--- src/rtl/dac_serial_pkg.sv ---
// Shared types and constants for the DAC serial writer.
package dac_serial_pkg;

  localparam int FRAME_BITS = 16;
  localparam int CMD_BITS   = 4;
  localparam int DATA_BITS  = 12;

  typedef enum logic [2:0] {
    IDLE,
    SETUP,
    SHIFT,
    HOLD,
    LOAD,
    GAP
  } state_t;

  // Command nibble followed by the low 12 bits of the sample; the upper
  // nibble of the sample bus is dropped here.
  function automatic logic [FRAME_BITS-1:0] build_frame(
    input logic [CMD_BITS-1:0] cmd,
    input logic [15:0]         value
  );
    return {cmd, value[DATA_BITS-1:0]};
  endfunction

endpackage

--- src/rtl/dac_serial_writer_sclk_tick.sv ---
// Half-period timer for the DAC serial clock. Counts CLK_DIV cycles per
// phase, flags the last cycle of each phase and tracks which phase is active.
module dac_sclk_tick #(
  parameter int CLK_DIV = 4
) (
  input  logic clk,
  input  logic reset,
  input  logic i_en,
  input  logic i_clr,
  output logic o_phase_end,
  output logic o_high,
  output logic o_fall
);

  localparam int CW = (CLK_DIV > 1) ? $clog2(CLK_DIV) : 1;
  localparam logic [CW-1:0] RELOAD = CW'(CLK_DIV - 1);

  logic [CW-1:0] r_cnt;
  logic          r_high;

  assign o_phase_end = i_en && (r_cnt == '0);
  assign o_high      = r_high;
  assign o_fall      = o_phase_end && r_high;

  // Down-counter reloads at terminal count and flips the phase; a clear
  // restarts a fresh low phase.
  always_ff @(posedge clk) begin
    if (reset || i_clr) begin
      r_cnt  <= RELOAD;
      r_high <= 1'b0;
    end else if (i_en) begin
      if (r_cnt == '0) begin
        r_cnt  <= RELOAD;
        r_high <= ~r_high;
      end else begin
        r_cnt <= r_cnt - 1'b1;
      end
    end
  end

endmodule

--- src/rtl/dac_serial_writer.sv ---
// SPI-style DAC frame transmitter with a one-deep pending sample buffer.
//
//   state | meaning
//   IDLE  | waiting for a latch rising edge
//   SETUP | cs_dac low, first bit presented, clk_dac low
//   SHIFT | 16 bits, low phase then high phase each, data moves on falls
//   HOLD  | last bit held, clk_dac low, cs_dac still low
//   LOAD  | cs_dac rises, done pulse
//   GAP   | minimum cs_dac high time before the next frame
module dac_serial_writer
  import dac_serial_pkg::*;
#(
  parameter int                  CLK_DIV = 4,
  parameter logic [CMD_BITS-1:0] CMD     = 4'b0011
) (
  input  logic        clk,
  input  logic        reset,
  input  logic        latch,
  input  logic [15:0] value,
  output logic        cs_dac,
  output logic        clk_dac,
  output logic        sdo_dac,
  output logic        busy,
  output logic        done,
  output logic        overrun
);

  state_t r_state;
  state_t w_next;

  logic                  r_latch_q;
  logic [FRAME_BITS-1:0] r_shift;
  logic [3:0]            r_bit;
  logic [FRAME_BITS-1:0] r_pend;
  logic                  r_pend_v;
  logic                  r_overrun;

  logic                  w_start;
  logic [FRAME_BITS-1:0] w_frame;
  logic                  w_phase_end;
  logic                  w_high;
  logic                  w_fall;
  logic                  w_tick_en;
  logic                  w_tick_clr;
  logic                  w_gap_end;

  assign w_start   = latch & ~r_latch_q;
  assign w_frame   = build_frame(CMD, value);
  assign w_gap_end = (r_state == GAP) && w_phase_end;

  // LOAD is excluded from the clear so that LOAD plus GAP together span one
  // full timer period, leaving GAP at CLK_DIV-1 cycles.
  assign w_tick_en  = (r_state != IDLE);
  assign w_tick_clr = (r_state == IDLE) || ((w_next != r_state) && (r_state != LOAD));

  dac_sclk_tick #(
    .CLK_DIV (CLK_DIV)
  ) u_tick (
    .clk         (clk),
    .reset       (reset),
    .i_en        (w_tick_en),
    .i_clr       (w_tick_clr),
    .o_phase_end (w_phase_end),
    .o_high      (w_high),
    .o_fall      (w_fall)
  );

  // Edge detector; reset loads the live latch level so a strobe held
  // through reset is not mistaken for a new start.
  always_ff @(posedge clk) begin
    if (reset) r_latch_q <= latch;
    else       r_latch_q <= latch;
  end

  // State register.
  always_ff @(posedge clk) begin
    if (reset) r_state <= IDLE;
    else       r_state <= w_next;
  end

  // Next-state and pin decode.
  always_comb begin
    w_next  = r_state;
    cs_dac  = 1'b1;
    clk_dac = 1'b0;
    sdo_dac = 1'b0;
    busy    = 1'b1;
    done    = 1'b0;
    overrun = r_overrun;
    case (r_state)
      IDLE: begin
        busy = 1'b0;
        if (w_start) w_next = SETUP;
      end
      SETUP: begin
        cs_dac  = 1'b0;
        sdo_dac = r_shift[FRAME_BITS-1];
        if (w_phase_end) w_next = SHIFT;
      end
      SHIFT: begin
        cs_dac  = 1'b0;
        clk_dac = w_high;
        sdo_dac = r_shift[FRAME_BITS-1];
        if (w_fall && (r_bit == 4'd0)) w_next = HOLD;
      end
      HOLD: begin
        cs_dac  = 1'b0;
        sdo_dac = r_shift[FRAME_BITS-1];
        if (w_phase_end) w_next = LOAD;
      end
      LOAD: begin
        done   = 1'b1;
        w_next = GAP;
      end
      GAP: begin
        if (w_phase_end) w_next = (w_start || r_pend_v) ? SETUP : IDLE;
      end
      default: w_next = IDLE;
    endcase
  end

  // Frame shift register: loaded at launch, shifted on each clk_dac fall
  // except the final one so the last bit stays on the pin through HOLD.
  always_ff @(posedge clk) begin
    if (reset) begin
      r_shift <= '0;
      r_bit   <= 4'd0;
    end else if (w_start && ((r_state == IDLE) || w_gap_end)) begin
      r_shift <= w_frame;
      r_bit   <= 4'(FRAME_BITS - 1);
    end else if (w_gap_end && r_pend_v) begin
      r_shift <= r_pend;
      r_bit   <= 4'(FRAME_BITS - 1);
    end else if ((r_state == SHIFT) && w_fall && (r_bit != 4'd0)) begin
      r_shift <= {r_shift[FRAME_BITS-2:0], 1'b0};
      r_bit   <= r_bit - 4'd1;
    end
  end

  // Pending buffer. A start landing on the last GAP cycle is launched
  // directly and still counts as overwriting any sample already waiting.
  always_ff @(posedge clk) begin
    if (reset) begin
      r_pend    <= '0;
      r_pend_v  <= 1'b0;
      r_overrun <= 1'b0;
    end else begin
      r_overrun <= 1'b0;
      if (w_gap_end && (w_start || r_pend_v)) begin
        r_pend_v  <= 1'b0;
        r_overrun <= w_start && r_pend_v;
      end else if (w_start && (r_state != IDLE)) begin
        r_pend    <= w_frame;
        r_pend_v  <= 1'b1;
        r_overrun <= r_pend_v;
      end
    end
  end

endmodule

--- config.mk ---
export PLATFORM = sky130hd
export DESIGN_NAME = dac_serial_writer
export DESIGN_NICKNAME = d
export VERILOG_FILES = /design/src/rtl/dac_serial_pkg.sv /design/src/rtl/dac_serial_writer_sclk_tick.sv /design/src/rtl/dac_serial_writer.sv
export SDC_FILE = /design/constraint.sdc
export NUM_CORES = 1
export LEC_CHECK = 0
export CAP_MARGIN = 20
export CELL_PAD_IN_SITES_DETAIL_PLACEMENT = 1
export CELL_PAD_IN_SITES_GLOBAL_PLACEMENT = 2
export CORE_UTILIZATION = 30
export DETAILED_ROUTE_END_ITERATION = 7
export PLACE_DENSITY_LB_ADDON = 0.1
export SYNTH_ARGS = -nofsm -noshare
export SYNTH_HDL_FRONTEND = slang
export SYNTH_SLANG_ARGS = --single-unit
--- constraint.sdc ---
create_clock -name clk -period 1.85 [get_ports clk]
set_input_delay 0.37 -clock clk [delete_from_list [all_inputs] [get_ports clk]]
set_output_delay 0.37 -clock clk [all_outputs]
set_load 0.01 [all_outputs]
### Word-level counts from Yosys, hierarchy flattened

Cells that the tools add are included.

* register bits: 42
* latch bits: 0
* memory bits (writable): 0
* bits in read-only memories: 0
* bits of input ports: 19
* output and inout port bits: 6
* logic and storage cells: 72
* memories: 0

* add/sub/neg operators: 2
* $mul: 0
* div/mod/pow operators: 0
* magnitude comparators: 0
* eq/ne operators: 7
* shift-type cells: 0
* multiplexer cells: 21
* bitwise operators: 4
* reductions and logical operators: 28

Operators by type and width (number)
* 2-to-1 mux 16 bit: 2
* case mux 3 bit (6 select lines): 1
* 2-to-1 mux 3 bit: 5
* 2-to-1 mux 14 bit: 1
* logical AND 1 bit: 12
* 2-to-1 mux 4 bit: 3
* 2-to-1 mux 1 bit: 8
* == test 3 x 2 -> 1 bit (second input constant): 2
* == test 3 bit (second input constant): 2
* nonzero test 3 bit: 2
* zero test 4 bit: 1
* logical OR 1 bit: 4
* AND reduction 2 bit: 2
* nonzero test 4 bit: 1
* OR reduction 2 bit: 2
* subtractor 4 x 1 -> 4 bit (second input constant): 1
* == test 3 x 1 -> 1 bit (second input constant): 1
* zero test 3 bit: 1
* inequality test 3 bit: 1
* inequality test 3 bit (second input constant): 1
* NOT 1 bit: 3
* OR reduction 3 bit: 1
* zero test 2 bit: 1
* 2-to-1 mux 2 bit: 1
* 3 further kinds: 3

### Depth between registers and ports, before layout

Gate-level depths: netlist of the first run.

* depth after elaboration: 10
* depth in mapped cells: 9
* gate-level depth less buffers: 6

### Cells and area by module

From an unflattened synthesis of the first run, not the netlist that was laid out.

* cell total of the unflattened synthesis: 244
* area, all modules: 2059.5 µm²

Modules (own cells, without submodules)
* dac_serial_writer: times used 1, cells each 227, area an instance 1905.6 µm², sequential area each 780.7 µm²
* dac_sclk_tick: times used 1, cells each 17, area an instance 153.9 µm², sequential area each 60.1 µm²

### Worst setup path after synthesis of the first run

Ideal clock, no wire load.

* kind: reg-to-reg
* from: register u_tick.r_cnt[0]
* to: register r_shift[8]
* setup time: 0.117 ns
* arrival: 1.830 ns
* data required time: 1.733 ns
* path slack: -0.097 ns
* stages on the path, launching flop included: 10
* path buffers: 3
* period minus slack after synthesis: 1.947 ns
* path through: dfxtp_1 inv_1 ha_1 buf_4 and4b_1 buf_6 and2_4 buf_6 or3_1 a32o_1

* cells in the longest elaborated chain, start to end: 6
* elaborated cells between the ends (all ways): 12
* those cells by class: mux: 2; reduce/logical: 10

Ends and longest elaborated chain
* start: declaration: RTL line dac_serial_writer_sclk_tick.sv:18 `logic [CW-1:0] r_cnt;`
* start signal: assignment: RTL line dac_serial_writer_sclk_tick.sv:36 `r_cnt <= r_cnt - 1'b1;`
* zero test 2 bit *: RTL line dac_serial_writer_sclk_tick.sv:21 `assign o_phase_end = i_en && (r_cnt == '0);`
* logical AND 1 bit *: RTL line dac_serial_writer_sclk_tick.sv:21
* logical AND 1 bit (on tied branches): RTL line dac_serial_writer.sv:49, dac_serial_writer_sclk_tick.sv:23
* logical AND 1 bit, or another cell as far along: RTL line dac_serial_writer.sv:131 `end else if (w_gap_end && r_pend_v) begin`
* 2-to-1 mux 16 bit, or another cell as far along: RTL line dac_serial_writer.sv:131
* 2-to-1 mux 14 bit or nonzero test 3 bit (tied branches)
* end signal: assignment: RTL line dac_serial_writer.sv:129 `r_shift <= w_frame;`
* end signal: assignment: RTL line dac_serial_writer.sv:132 `r_shift <= r_pend;`
* end signal: assignment: RTL line dac_serial_writer.sv:135 `r_shift <= {r_shift[FRAME_BITS-2:0], 1'b0};`
* end: declaration: RTL line dac_serial_writer.sv:32 `logic [FRAME_BITS-1:0] r_shift;`

Every way passes the cells marked *; elsewhere a longest branch is shown, timed or not.
A chain may end at the register's enable or synchronous reset.

### Worst setup path in the final report of the first run

* from: register r_bit[0]
* to: register r_shift[4]

* cells in the longest elaborated chain, start to end: 3

Ends and longest elaborated chain
* start: declaration: RTL line dac_serial_writer.sv:33 `logic [3:0] r_bit;`
* start signal: assignment: RTL line dac_serial_writer.sv:130 `r_bit <= 4'(FRAME_BITS - 1);`
* start signal: assignment: RTL line dac_serial_writer.sv:133 `r_bit <= 4'(FRAME_BITS - 1);`
* start signal: assignment: RTL line dac_serial_writer.sv:136 `r_bit <= r_bit - 4'd1;`
* nonzero test 4 bit: RTL line dac_serial_writer.sv:134 `end else if ((r_state == SHIFT) && w_fall && (r_bit != 4'd0)) begin`
* logical AND 1 bit: RTL line dac_serial_writer.sv:134
* nonzero test 3 bit (no source line)

Every way passes these cells.

==> results of run 1 <==
## cell type report
cell class | instances | area (um2)
clock inverter | 1 | 5.00
timing repair buffer | 50 | 439
multi-input combinational | 141 | 1020
fill | 737 | 3550
sequential | 42 | 847
inverter | 13 | 48.8
clock buffer | 7 | 86.3
tap | 75 | 93.8
## per-stage QoR
step                utilization, %  setup TNS, ns  total power, mW  hold slack [ns]  cell area [um2]
global route                  41.7         -0.183             1.90            0.435             2540
global placement              38.8          -1.76             1.18            0.390             2360
detailed placement            38.8          -2.53             1.19            0.394             2360
floorplan                        -         -0.101             1.08            0.383             1960
finish                        41.7              0             1.79            0.407             2540
CTS                           40.5              0             1.81            0.412             2470
## cell usage in the layout, fill, tap and decap left out, types with 7 or more instances in the layout
cell type / n
a21oi_1: 8
a32o_1: 10
buf_4: 27
clkdlybuf4s50_1: 15
dfxtp_1: 39
inv_1: 10
mux2i_1: 12
nand2_1: 14
nand3_1: 7
nor2_1: 20
o22a_1: 7
or3_1: 10
## logic make-up (layout without fill, tap and decap cells)
family / Yosys count / after routing / synth area share, %
buffers and inverters: 29 / 71 / 7.66
XOR/XNOR: 4 / 4 / 1.80
multiplexers: 13 / 13 / 6.76
adder cells (fa/ha/maj): 3 / 3 / 1.93
AO/OA/AOI/OAI: 43 / 43 / 18.0
AND/OR/NAND/NOR: 77 / 78 / 20.5
flip-flops: 42 / 42 / 43.3
## worst max path at each step
| stage | start | endpoint | slack, ns | cells past startpoint |
|---|---|---|---|---|
| floorplan | u_tick.r_cnt[0] | r_shift[8] | -0.02 | 9 |
| global placement | latch | r_shift[5] | -0.18 | 6 |
| detailed placement | latch | r_shift[10] | -0.20 | 6 |
| CTS | r_bit[0] | r_shift[0] | 0.001 | 8 |
| global route | r_bit[1] | r_shift[15] | -0.05 | 8 |
| finish | r_bit[0] | r_shift[4] | 0.03 | 6 |
## cells in the mapped netlist (2+ instances only)
| master | n | share of area (%) |
|---|---|---|
| a2111oi_2 | 2 | 1.5 |
| a211oi_1 | 2 | 0.77 |
| a21oi_1 | 8 | 2.1 |
| a2bb2oi_1 | 2 | 0.90 |
| a31oi_1 | 3 | 0.97 |
| a32o_1 | 10 | 5.2 |
| and2_1 | 2 | 0.64 |
| and3_1 | 2 | 0.64 |
| buf_2 | 5 | 1.3 |
| buf_4 | 5 | 1.9 |
| buf_6 | 2 | 1.2 |
| clkbuf_1 | 4 | 0.77 |
| dfxtp_1 | 42 | 43 |
| ha_1 | 3 | 1.9 |
| inv_1 | 13 | 2.5 |
| mux2i_1 | 12 | 6.2 |
| nand2_1 | 14 | 2.7 |
| nand2b_1 | 3 | 0.97 |
| nand3_1 | 7 | 1.8 |
| nand4_1 | 2 | 0.64 |
| nor2_1 | 22 | 4.2 |
| nor3_1 | 5 | 1.3 |
| nor4_1 | 2 | 0.64 |
| o22a_1 | 7 | 3.2 |
| o31ai_1 | 2 | 0.77 |
| or3_1 | 10 | 3.2 |
| xnor2_1 | 2 | 0.90 |
| xor2_1 | 2 | 0.90 |
## flip-flops by register name, indices dropped and copies added (netlist names)
register,count
overrun,1
r_bit,4
r_pend,13
r_state,3
r_pend_v,1
u_tick.r_cnt,2
r_shift,16
r_latch_q,1
u_tick.o_high,1
## power by group through the flow
stage	Clock, mW	Sequential (mW)	Combinational, mW
detailed placement	0	0.978	0.210
floorplan	0	0.973	0.110
CTS	0.642	0.957	0.213
global route	0.689	0.960	0.247
global placement	0	0.976	0.203
finish	0.608	0.956	0.224
## worst max-delay path: cells and delay by family, from the launching register on
family / cells / cell delay, ns
flops: 1 / 0.32
fa+ha+maj: 1 / 0.13
simple gates: 3 / 0.97
compound gates: 1 / 0.24
buf+inv: 1 / 0.05
## layer usage
metal,global-route usage [%],up-vias
li1,-,840
met1,23.0,801
met2,28.8,32
met3,4.51,8
met4,6.14,0
met5,0,-
## what timing repair did
action                     4_1_cts  5_1_grt
pin swaps                        3        1
setup buffers                    1        5
gates cloned                     0        1
resized for setup               13        9
setup endpoints to repair       19       21
==> results.md, run 1 <==
* Outcome: completed
* Synth-to-Final Area Change at 30.9%
* Clock network fraction of design power at about a third
* Total grt overflow at 0
* CTS tree: built
* Number of port buffers at 20
* Final hold violations at 0
* Reg2Reg Setup Slack at 0.03 ns
* RSZ-0062 raised after global routing: true
* Hpwl dp at between 3 and 4 mm
* Share of cells above drive strength 1 at approximately a quarter
* Num rows at 28
* Crit-path cells: inv_2 > ha_1 > or3b_4 > and3_2 > or3_1 > a32o_1
* Dpl ws at -0.198 ns
* Total wire length at around 5.3 mm
* Reg clk slew, reported paths at around 0.080 ns
* Met3 Wirelength at between 200 and 250 um
* Peak Freq at ~550 MHz
* Vias at ~1.7k
* Final setup viols at 0
* Period utilisation layout at 98.4%
* Depth of the worst register-to-register path at 6
* Die outline width at 82.5 um
* WL met2 at around 2.5 mm
* Initial antenna violation count at 0
* Worst min-delay path category: register to register
* Reg power frac at a little over half
* Yosys reg bits at between 40 and 50
* Ys flop type: dfxtp_1
* PD cells at ~700 mW/mm2
* Total track usage at roughly 18%
* Critical R2R Capture: r_shift[4]
* Largest net degree at the start of global routing at 17
* Critical Path End Type: register
* First-pass GRT wire length at ~9.0 mm
* Post-synth EDFFs at 0
* Gate Count Post-Synth at roughly 210
* Initial Utilization at a little under a third
* Synth warn at 0
* # IOs at 25
* Final Critical Period at about 1.8 ns
* GPL Wtd Cong at roughly 0.83
* Seq/Total Area, Yosys at 43.3%
* Max-cap violations at 0
* Crit Path Class: register to register
* VDD IR max at 0.366 mV
* # DRC at 0
* Setup Skew at roughly 0.0067 ns
* Slew headroom at 70.4%
* Met1 WL at 2.49 mm
* CTS buffer count at 5
* DRT antenna net count at 0
* Slowest cell delay on critical path at about 0.40 ns
* 1st-iter DRT viols at 81
* Slew Limit Fails at 0
* Layout Cells excl Fill at about 330
* Logic gate share of total power at ~13%
* Int Power at around 1.4 mW
* Mapped Nets at about 230
* Worst reg2reg path startpoint: r_bit[0]
* Placed cell count at 315
* Nets at roughly 280
* Wirelength per Cell at about 16 um
* Netlist cell types at 44
* Post-route setup slack at just under 0.03 ns
* Asr flop ratio synth at 0%
* Critical path fanouts, max at 7
* Area of the core at 0.00610 mm2
* Post-CTS Hold Buffers at 0
* Number of global-route vias before repair at 1839
* Clock latency on the worst-skew pair at a little under 0.3 ns
* Vias per cell at roughly 5
* WP data required at approximately 2.0 ns
* Crit path arrival time at approximately 2.0 ns
* ANT cells at 0
* Slew @ Worst Pin at between 0.4 and 0.5 ns
* H-Tree Level Count at 2
* Startpoint class of the critical path: register
* Sink Count at 42
* DR pass1 iterations at 4
* Worst hold stages at 1
* Leak at roughly 1 nW
* Hold endpoint: u_tick.r_cnt[0]
* CP max-delay cell: or3b_4
* Die area at 0.00680 mm2
* Post-Syn Area at ~0.002 mm2
* Synthesized area per cell at between 9 and 10 um2
* Max layer used: met4
* Clock buffer depth at 2
* Sw Ratio at around 24%
* P_sw at roughly 0.43 mW
* Hold Crit Start: u_tick.r_cnt[0]
* Root Driver: clkbuf_8
* Chip height at 82.5 um
No activity file was read; power rests on OpenSTA's default activity.
==> run 2, diff against run 1 <==
--- a/config.mk
+++ b/config.mk
@@ -8,7 +8,8 @@
 export CAP_MARGIN = 20
 export CELL_PAD_IN_SITES_DETAIL_PLACEMENT = 1
 export CELL_PAD_IN_SITES_GLOBAL_PLACEMENT = 2
-export CORE_UTILIZATION = 30
+export CORE_MARGIN = 2
+export CORE_UTILIZATION = 33
 export DETAILED_ROUTE_END_ITERATION = 7
 export PLACE_DENSITY_LB_ADDON = 0.1
 export SYNTH_ARGS = -nofsm -noshare
==> constraint.sdc (replaced) <==
create_clock -name clk -period 1.9 [get_ports clk]
set_input_delay 0.38 -clock clk [delete_from_list [all_inputs] [get_ports clk]]
set_output_delay 0.38 -clock clk [all_outputs]
set_load 0.01 [all_outputs]
==> run 2 against run 1 <==
  * Global-route usage decreased by 0.52 points
  * Die area down 4.2%
  * First-iteration DRC count fell by 42%
  * Worst hold slack better by 0.0037 ns
  * Final area is 0.93% higher
  * Register-to-register slack gained 0.04 ns
  * Via count down 2.0%
  * Clock skew is 0.0032 ns higher
  * Combinational power down 5%
  * Flip-flop and latch count stayed put
  * Clock power grew 43%
==> results.md, run 2 (synthesis results as in run 1) <==
* Chip height at 80.7 um (was 82.5 um)
* Final Critical Period at 1.83 ns (was 1.82 ns)
* Slew @ Worst Pin at 0.427 ns (was 0.443 ns)
* CTS tree: built (unchanged)
* GPL Wtd Cong at 0.736 (was 0.826)
* Biggest registers after layout: r_shift x16, r_pend x13, r_bit x4 (unchanged)
* Worst min-delay path category: register to register (unchanged)
* Largest net degree at the start of global routing at 29 (was 17)
* Number of port buffers at 20 (unchanged)
* DRT antenna net count at 0 (unchanged)
* Total wire length at 5.14 mm (was 5.35 mm)
* Placed cell count at 314 (was 315)
* # DRC at 0 (unchanged)
* Clock buffer depth at 2 (unchanged)
* Max-cap violations at 0 (unchanged)
* Area of the core at 0.00561 mm2 (was 0.00610 mm2)
* DR pass1 iterations at 4 (unchanged)
* Slowest cell delay on critical path at 0.36 ns (was 0.40 ns)
* First-pass GRT wire length at 8.67 mm (was 8.97 mm)
* VDD IR max at 0.363 mV (was 0.366 mV)
* Outcome: completed (unchanged)
* Final Util at 45.8% (was 41.7%)
* Crit Path Class: register to register (unchanged)
* PD cells at 784 mW/mm2 (was 703 mW/mm2)
* Reg clk slew, reported paths at 0.08 ns (about the same)
* Hpwl dp at 3.70 mm (was 3.75 mm)
* Min Hold Slack at 0.410 ns (was 0.407 ns)
* Critical path fanouts, max at 15 (was 7)
* Number of global-route vias before repair at 1827 (was 1839)
* Wirelength per Cell at 15.9 um (was 16.2 um)
* Total grt overflow at 0 (unchanged)
* Startpoint class of the critical path: register (unchanged)
* Sink Count at 42 (unchanged)
* Die outline width at 80.7 um (was 82.5 um)
* Max reg flops at 16 (unchanged)
* Period utilisation layout at 96.4% (was 98.4%)
* Largest Register: r_shift (unchanged)
* Die area at 0.00652 mm2 (was 0.00680 mm2)
* Crit path arrival time at 2.02 ns (was 2.01 ns)
* Critical Path End Type: register (unchanged)
* Synth-to-Final Area Change at 32.1% (was 30.9%)
* ANT cells at 0 (unchanged)
* Nets at 272 (was 275)
* Layout Cells excl Fill at 323 (was 329)
* Most frequent cells in the layout: 41 x dfxtp_1, 24 x buf_4, 20 x nor2_1, 15 x clkdlybuf4s50_1, 14 x nand2_1 (was 39 x dfxtp_1, 27 x buf_4, 20 x nor2_1, 15 x clkdlybuf4s50_1, 14 x nand2_1)
* Vias at 1647 (was 1681)
* Setup TNS at 0 ns (unchanged)
* CP max-delay cell: or3_1 (was or3b_4)
* CTS buffer count at 5 (unchanged)
* Final hold violations at 0 (unchanged)
* H-Tree Level Count at 2 (unchanged)
* Initial antenna violation count at 0 (unchanged)
* Post-route setup slack at 0.0685 ns (was 0.0288 ns)
* Leak at 1.02 nW (was 1.01 nW)
* 1st-iter DRT viols at 47 (was 81)
* Clock latency on the worst-skew pair at 0.29 ns (about the same)
* Fin area at 0.00257 mm2 (was 0.00254 mm2)
* Peak Freq at 546 MHz (was 549 MHz)
* Vias per cell at 5.10 (was 5.11)
* Pwr Total at 2.01 mW (was 1.79 mW)
* Crit-path cells: inv_1 > ha_2 > and4b_2 > and2_4 > or3_1 > a32o_1 (was inv_2 > ha_1 > or3b_4 > and3_2 > or3_1 > a32o_1)
* Share of cells above drive strength 1 at 22.3% (was 24.4%)
* Slew headroom at 71.5% (was 70.4%)
* Post-DP Area at 0.00236 mm2 (unchanged)
* Initial Utilization at 34.6% (was 31.9%)
* # IOs at 25 (unchanged)
* Slew Limit Fails at 0 (unchanged)
* Final setup viols at 0 (unchanged)
* Root Driver: clkbuf_8 (unchanged)
* Total track usage at 17.3% (was 17.8%)
* Setup Skew at 0.00985 ns (was 0.00670 ns)
* Dpl ws at -0.170 ns (was -0.198 ns)
* Num rows at 27 (was 28)
* Commonest non-fill, non-tap cell in the layout: dfxtp_1 (unchanged)
* WP data required at 2.08 ns (was 2.04 ns)
run 2: cell types whose count changed in the layout (fill, tap and decap cells not counted), sizes merged:
cell    change
buf         -2
clkinv      -1
bufinv      +2
and3        -1
clkbuf      -1
run 2: path summary, 6_finish.rpt:
path	slack (ns)	startpoint	endpoint	depth (start not counted)
setup / recovery	0.07	u_tick.r_cnt[0]	r_shift[11]	6
hold / removal	0.41	u_tick.r_cnt[0]	u_tick.r_cnt[0]	1
setup reg to reg	0.07	u_tick.r_cnt[0]	r_shift[11]	6
hold reg to reg	0.41	u_tick.r_cnt[0]	u_tick.r_cnt[0]	1
run 2: metal layers:
layer  vias up  routed length (um)  GRT usage (%)
li1        833                   -              -
met3         5                  87           2.33
met1       795                2430           21.0
met2        14                2570           31.3
met5         -                   0              0
met4         0                  61           6.10
run 2: timing repair:
action,CTS,global route
pin swaps,0,1
endpoints found under the setup margin,18,29
hold buffers,0,0
gates resized for setup,12,9
setup buffers,0,1
run 2: power breakdown:
group,switching (mW),internal [mW]
clock network,0.308,0.561
registers,0.0185,0.913
logic,0.0982,0.114
run 2: final cells by class:
| class | instances | area (um2) |
|---|---|---|
| clock buffer | 6 | 82.6 |
| fill | 651 | 3040 |
| tap | 72 | 90.1 |
| timing repair buffer | 48 | 437 |
| clock inverter | 2 | 60.1 |
| inverter | 13 | 48.8 |
| sequential | 42 | 842 |
| multi-input combinational | 140 | 1010 |
run 2: worst max-delay path, delay by kind of cell, from the launching register on:
family,cells,cell delay [ns]
DFF,1,0.34
adders and majority gates,1,0.22
and+or+nand+nor,3,0.85
buffers and inverters,1,0.05
AOI/OAI and AO/OA,1,0.25
